### src/rtl/sync_fifo_ctrl.sv
// FIFO controller that drives an external dual-port synchronous RAM.
// It converts push/pop into RAM write/read strobes and tracks occupancy, status flags and sticky errors.
module sync_fifo_ctrl #(
    parameter int ram_width = 8,
    parameter int addr_size = 4,
    parameter int ram_depth = 16,
    parameter int af_level  = 14,
    parameter int ae_level  = 2
) (
    input  logic                 clk,
    input  logic                 reset,
    input  logic                 push,
    input  logic [ram_width-1:0] push_data,
    input  logic                 pop,
    input  logic                 err_clr,
    output logic                 full,
    output logic                 empty,
    output logic                 almost_full,
    output logic                 almost_empty,
    output logic [addr_size:0]   count,
    output logic                 overflow,
    output logic                 underflow,
    output logic                 ram_write_en,
    output logic [addr_size-1:0] ram_wr_addr,
    output logic [ram_width-1:0] ram_data_in,
    output logic                 ram_read_en,
    output logic [addr_size-1:0] ram_rd_addr,
    input  logic [ram_width-1:0] ram_data_out,
    output logic [ram_width-1:0] pop_data,
    output logic                 pop_valid
);

    localparam logic [addr_size:0] depth_c = (addr_size+1)'(ram_depth);
    localparam logic [addr_size:0] af_c    = (addr_size+1)'(af_level);
    localparam logic [addr_size:0] ae_c    = (addr_size+1)'(ae_level);

    logic [addr_size-1:0] wr_ptr;
    logic [addr_size-1:0] rd_ptr;
    logic [addr_size:0]   count_q;
    logic                 push_acc;
    logic                 pop_acc;

    // Flags come only from the registered count, so accepts never see a same-cycle bypass.
    assign full         = (count_q == depth_c);
    assign empty        = (count_q == '0);
    assign almost_full  = (count_q >= af_c);
    assign almost_empty = (count_q <= ae_c);
    assign count        = count_q;

    assign push_acc = push & ~full;
    assign pop_acc  = pop & ~empty;

    // A read needs count >= 1 and a write needs count < depth, so the two addresses never collide.
    assign ram_write_en = push_acc;
    assign ram_wr_addr  = wr_ptr;
    assign ram_data_in  = push_acc ? push_data : '0;
    assign ram_read_en  = pop_acc;
    assign ram_rd_addr  = rd_ptr;

    // The RAM registers data_out on the same edge that samples read_en.
    assign pop_data = ram_data_out;

    always_ff @(posedge clk or negedge reset) begin
        if (!reset) begin
            wr_ptr <= '0;
            rd_ptr <= '0;
        end else begin
            if (push_acc) wr_ptr <= wr_ptr + addr_size'(1);
            if (pop_acc)  rd_ptr <= rd_ptr + addr_size'(1);
        end
    end

    always_ff @(posedge clk or negedge reset) begin
        if (!reset) begin
            count_q <= '0;
        end else begin
            case ({push_acc, pop_acc})
                2'b10:   count_q <= count_q + (addr_size+1)'(1);
                2'b01:   count_q <= count_q - (addr_size+1)'(1);
                default: count_q <= count_q;
            endcase
        end
    end

    always_ff @(posedge clk or negedge reset) begin
        if (!reset) begin
            pop_valid <= 1'b0;
        end else begin
            pop_valid <= pop_acc;
        end
    end

    // A clear wins over a set that arrives in the same cycle.
    always_ff @(posedge clk or negedge reset) begin
        if (!reset) begin
            overflow  <= 1'b0;
            underflow <= 1'b0;
        end else if (err_clr) begin
            overflow  <= 1'b0;
            underflow <= 1'b0;
        end else begin
            overflow  <= overflow | (push & full);
            underflow <= underflow | (pop & empty);
        end
    end

endmodule

### config.mk
export PLATFORM = sky130hd
export DESIGN_NAME = sync_fifo_ctrl
export DESIGN_NICKNAME = d
export VERILOG_FILES = /design/src/rtl/sync_fifo_ctrl.sv
export SDC_FILE = /design/constraint.sdc
export NUM_CORES = 1
export LEC_CHECK = 0
export ABC_AREA = 1
export BUFFER_PORTS_ARGS = -buffer_cell sky130_fd_sc_hd__buf_2
export CAP_MARGIN = 20
export CORE_MARGIN = 2
export CORE_UTILIZATION = 42
export DETAILED_ROUTE_END_ITERATION = 16
export PLACE_DENSITY = 0.75
export SYNTH_ARGS = -nofsm -noshare
export SYNTH_HDL_FRONTEND = slang
export SYNTH_SLANG_ARGS = --single-unit
### constraint.sdc
create_clock -name clk -period 2.78 [get_ports clk]
set_clock_uncertainty 0.15 [all_clocks]
set_input_delay 0.556 -clock clk [delete_from_list [all_inputs] [get_ports clk]]
set_output_delay 0.556 -clock clk [all_outputs]
set_load 0.02 [all_outputs]
**Word-level counts from Yosys, hierarchy flattened**

Index checks and enable logic that the tools add are counted.

- Register bits: 16
- Input bits: 21
- Output and inout bits: 38

- Magnitude comparators: 2
- Equal/unequal tests: 3
- Reduce and logical (&&, ||, !) cells: 2
- Add/sub/neg operators: 4
- Bitwise operators: 8
- Muxes and demuxes: 4

Operators by type and width:

| operator | count |
|---|---|
| $pmux W5 S2 | 1 |
| $add A4 B1 Y4 const B | 2 |
| $mux W8 | 1 |
| $add A5 B1 Y5 const B | 1 |
| $eq A5 B5 Y1 const B | 1 |
| $ge A5 B4 Y1 const B | 1 |
| $le A5 B2 Y1 const B | 1 |
| $logic_not A5 Y1 | 1 |
| $sub A5 B1 Y5 const B | 1 |
| $and A1 B1 Y1 | 4 |
| $eq A2 B1 Y1 const B | 1 |
| $eq A2 B2 Y1 const B | 1 |
| $mux W1 | 2 |
| $not A1 Y1 | 2 |
| $or A1 B1 Y1 | 2 |
| $reduce_bool A2 Y1 | 1 |

**Logic depth before layout (Yosys ltp)**

- Depth after elaboration: 5
- Depth in mapped cells: 16
- Mapped depth without buffers: 16

**Least setup slack after synthesis**

No wires, ideal clock.

- Path type: flip-flop to output port
- Start point: reg count_q[1] (netlist: count[1])
- End point: out almost_empty
- Arrival: 1.664 ns
- Slack: 0.410 ns
- Cell stages (with the launch flop): 2
- Path through: dfrtp_1 > a2111oi_0

- Cells in the longest elaborated chain, start to end: 1

RTL lines:

| what | line | text |
|---|---|---|
| start: declaration | 39 | `logic [addr_size:0] count_q;` |
| start signal: assignment | 78 | `2'b10: count_q <= count_q + (addr_size+1)'(1);` |
| start signal: assignment | 79 | `2'b01: count_q <= count_q - (addr_size+1)'(1);` |
| start signal: assignment | 80 | `default: count_q <= count_q;` |
| $le A5 B2 Y1 | 47 | `assign almost_empty = (count_q <= ae_c);` |
| end: declaration | 19 | `output logic almost_empty,` |

Every way passes these cells.

**Worst setup path after layout**

- Start point: reg count_q[2] (netlist: count[2])
- End point: reg count_q[2] (netlist: count[2])

- Cells in the longest elaborated chain, start to end: 5
- Elaborated cells between the ends (all ways): 12
- Those cells by class: add/sub (2); eq/ne (3); mux (1); bitwise (4); reduce/logical (2)

RTL lines:

| what | line | text |
|---|---|---|
| $eq A5 B5 Y1 / $logic_not A5 Y1 (equally long branches) | 44, 45 |  |
| $not A1 Y1, on equally long branches | 50, 51 |  |
| $and A1 B1 Y1, on equally long branches | 50, 51 |  |
| $eq A2 B1 Y1 / $eq A2 B2 Y1 (equally long branches) | 77 | `case ({push_acc, pop_acc})` |
| $pmux W5 S2 / $reduce_bool A2 Y1 (equally long branches) | - |  |

Several ways; a longest one is shown, not always the timed one.
A chain may end at the register's enable or synchronous reset.

==> qor.yml <==
critical_path:
  max_stage_delay_ps: 450
  endpoint_kind: "flip-flop"
  r2r_start: "count[2]"
  path_cells: "nor2_2, nand4_1, nand2_2, ha_1, inv_2, nand2_1, nand2_1, ha_1, inv_1, nand2_1, xnor2_1, o21ai_0"
  crit_family: "simple AND/OR/NAND/NOR gates"
  worst-r2r-setup-slack_ps: 350
  cp.buffers_inverters: 2
  required_ps: 2780
  cp_slowest_cell: "dfrtp_1"
  critPathKind: "flip-flop to flip-flop"
  crit_top_cell: "nand2_1"
  crit_fanout: 15
  rr_worst_depth: 12
  r2r-end: "count[2]"
  critical_path_arrival_ps: 2430
  worstSetupStartpointType: "flip-flop"
routing:
  wl_um: 2300
  drtIter0Drc: 17
  drc: 0
  wire_per_inst_um: 12.0
  vias: 895
  vias_per_cell: 4.69
  dr.pass1.iters: 5
  antenna_left: 0
synthesis:
  synthAdderAreaFrac: 0.0633
  synth.distinct_cells: 19
  synth_nets: 153
  synth-seq-area-share: 0.405
  avgSynthCellArea_um2: 7.78
  synthesis.area_um2: 988
  ys_ff_latch: 16
  synth_cells: 127
  synth-simple-area-share: 0.243
  synthMuxAreaShare: 0
  synth_top_family_by_area: "simple AND/OR/NAND/NOR gates"
  synth-warning-count: 0
  synth-compound-area-share: 0.0418
  synthXorXnorAreaFrac: 0.0797
cells_and_area:
  seq_area_um2: 400
  mostFrequentLayoutCells: "buf_2, nand2_1, inv_1"
  insertedDiodeCount: 0
  nFillCells: 231
  multiInputGateArea_um2: 423
  final_common_cell: "buf_2"
  layout-drive-gt1-share: 0.301
  nets: 191
  syn_to_final_growth_pct: 19.5
outcome:
  status: "finished, final reports clean"
clocking:
  cts_resized: 0
  cts_buffer_depth: 2
  ctsHoldBuffers: 0
  cts_tree: "yes"
  clk_latency_ps: 280
  cts.sinks: 16
  htreeDepth: 1
  postCtsSetupBuffers: 0
  cts.reportedPaths.clkPinSlew_ps: 90
  cts_buffers: 3
  cts-root-buf: "clkbuf_4"
placed_design:
  hpwlAfterDp_um: 1800
  port_buffers: 42
  globalplace.congestion: 0.859
power_and_ir_drop:
  p_clk_frac: 0.087
  combPwrFrac: 0.567
  leakagePower_nw: 0.734
  power.switching_w: 0.000679
  intPower_w: 0.000660
  sw_frac_of_total: 0.507
  vdd_drop_max_uv: 582
  p_total_w: 0.00134
  p_seq_frac: 0.346
  powerDensity_mw_per_mm2: 1130
global_route:
  grt_use_total: 0.177
  grt_overflow: 0
  grt_pass1_vias: 789
  grt_pass1_wl_um: 3550
  grt_max_degree: 17
  antenna_found_initial: 0
sta:
  hold_violations: 0
  maxSlewViolCount: 0
  post-route-period-util: 0.874
  slew-limit-headroom: 0.719
  worstMarginPinSlew_ps: 411
  holdWs_ps: 20.3
  setup_tns_ps: 0
  setup_viol: 0
  rsz0062_at_grt: "false"
  max_clock_freq_ghz: 0.411
  finalCriticalPeriod_ps: 2430
floorplanning:
  io_pins: 59
  die_area_mm2: 0.00276
  design.core.area_mm2: 0.00221
  initial_core_util: 0.447
  die_h_um: 52.5
  die-width_um: 52.5
  num_rows: 17
job:
  max-cap-violations: 0
worst_hold_path:
  hp-class: "input port to asynchronous set/reset pin"
==> registers in the layout (all words and copies together), names as in the netlist <==
signal,flops
ram_rd_addr,4
ram_wr_addr,4
overflow,1
pop_valid,1
underflow,1
count,5
==> kinds of logic (layout without fill, tap and decap cells) <==
kind of cell | after synthesis | after routing
buf+inv | 33 | 69
simple gates | 57 | 57
fa+ha+maj | 5 | 5
xor+xnor | 9 | 9
flops | 16 | 16
compound gates | 7 | 7
==> final cells by class <==
cell class / count / area share
Sequential cell: 16 / 0.339
Clock buffer: 3 / 0.0191
Tap cell: 28 / 0.0297
Timing Repair Buffer: 42 / 0.178
Inverter: 24 / 0.0763
Multi-Input combinational cell: 78 / 0.358
==> synthesized netlist by cell type <==
master	count	share of area
buf_4	8	0.061
dfrtp_1	16	0.41
nand3_1	8	0.041
nand2_1	29	0.11
nand4_1	2	0.013
inv_2	1	0.0038
o21ai_0	3	0.015
ha_1	5	0.063
xnor2_1	4	0.035
nand2_2	2	0.013
xor2_1	5	0.044
nand3b_1	1	0.0076
a2111oi_0	1	0.0089
buf_8	1	0.015
a21oi_1	2	0.010
o31ai_1	1	0.0076
nor2_2	1	0.0063
inv_1	23	0.087
nor2_1	14	0.053
==> per-layer routing <==
layer | global-route usage | part of all wire | vias up
met1 | 0.220 | 0.40 | 404
met2 | 0.294 | 0.51 | 41
met4 | 0.0385 | 0.0052 | 0
met3 | 0.0600 | 0.083 | 2
met5 | 0 | 0 | -
li1 | - | - | 448
==> metrics by stage <==
stage	util	instance area, µm²	std cells	worst slack (ps)
after global placement	0.524	1160	188	406
after detailed placement	0.524	1160	188	388
final	0.534	1180	191	349
after global routing	0.534	1180	191	56.5
after floorplan	-	988	127	410
after CTS	0.534	1180	191	348
==> worst max path at each step <==
stage | to | slack [ps] | cells past startpoint | startpoint
3_3_place_gp | count[2] | 410 | 12 | count[2]
6_report | count[2] | 350 | 12 | count[2]
2_1_floorplan | almost_empty | 410 | 1 | count[1]
3_5_place_dp | count[4] | 390 | 14 | count[2]
5_1_grt | count[4] | 60 | 14 | count[2]
4_1_cts | count[4] | 350 | 14 | count[2]
==> power by group through the flow <==
stage / logic [W] / registers [W] / clock network (W)
6_report: 0.000760 / 0.000464 / 0.000116
5_1_grt: 0.000849 / 0.000480 / 0.000133
4_1_cts: 0.000766 / 0.000460 / 0.000122
3_5_place_dp: 0.000756 / 0.000464 / 0
3_3_place_gp: 0.000744 / 0.000459 / 0
2_1_floorplan: 0.000425 / 0.000571 / 0
(Power assumes the default switching activity.)
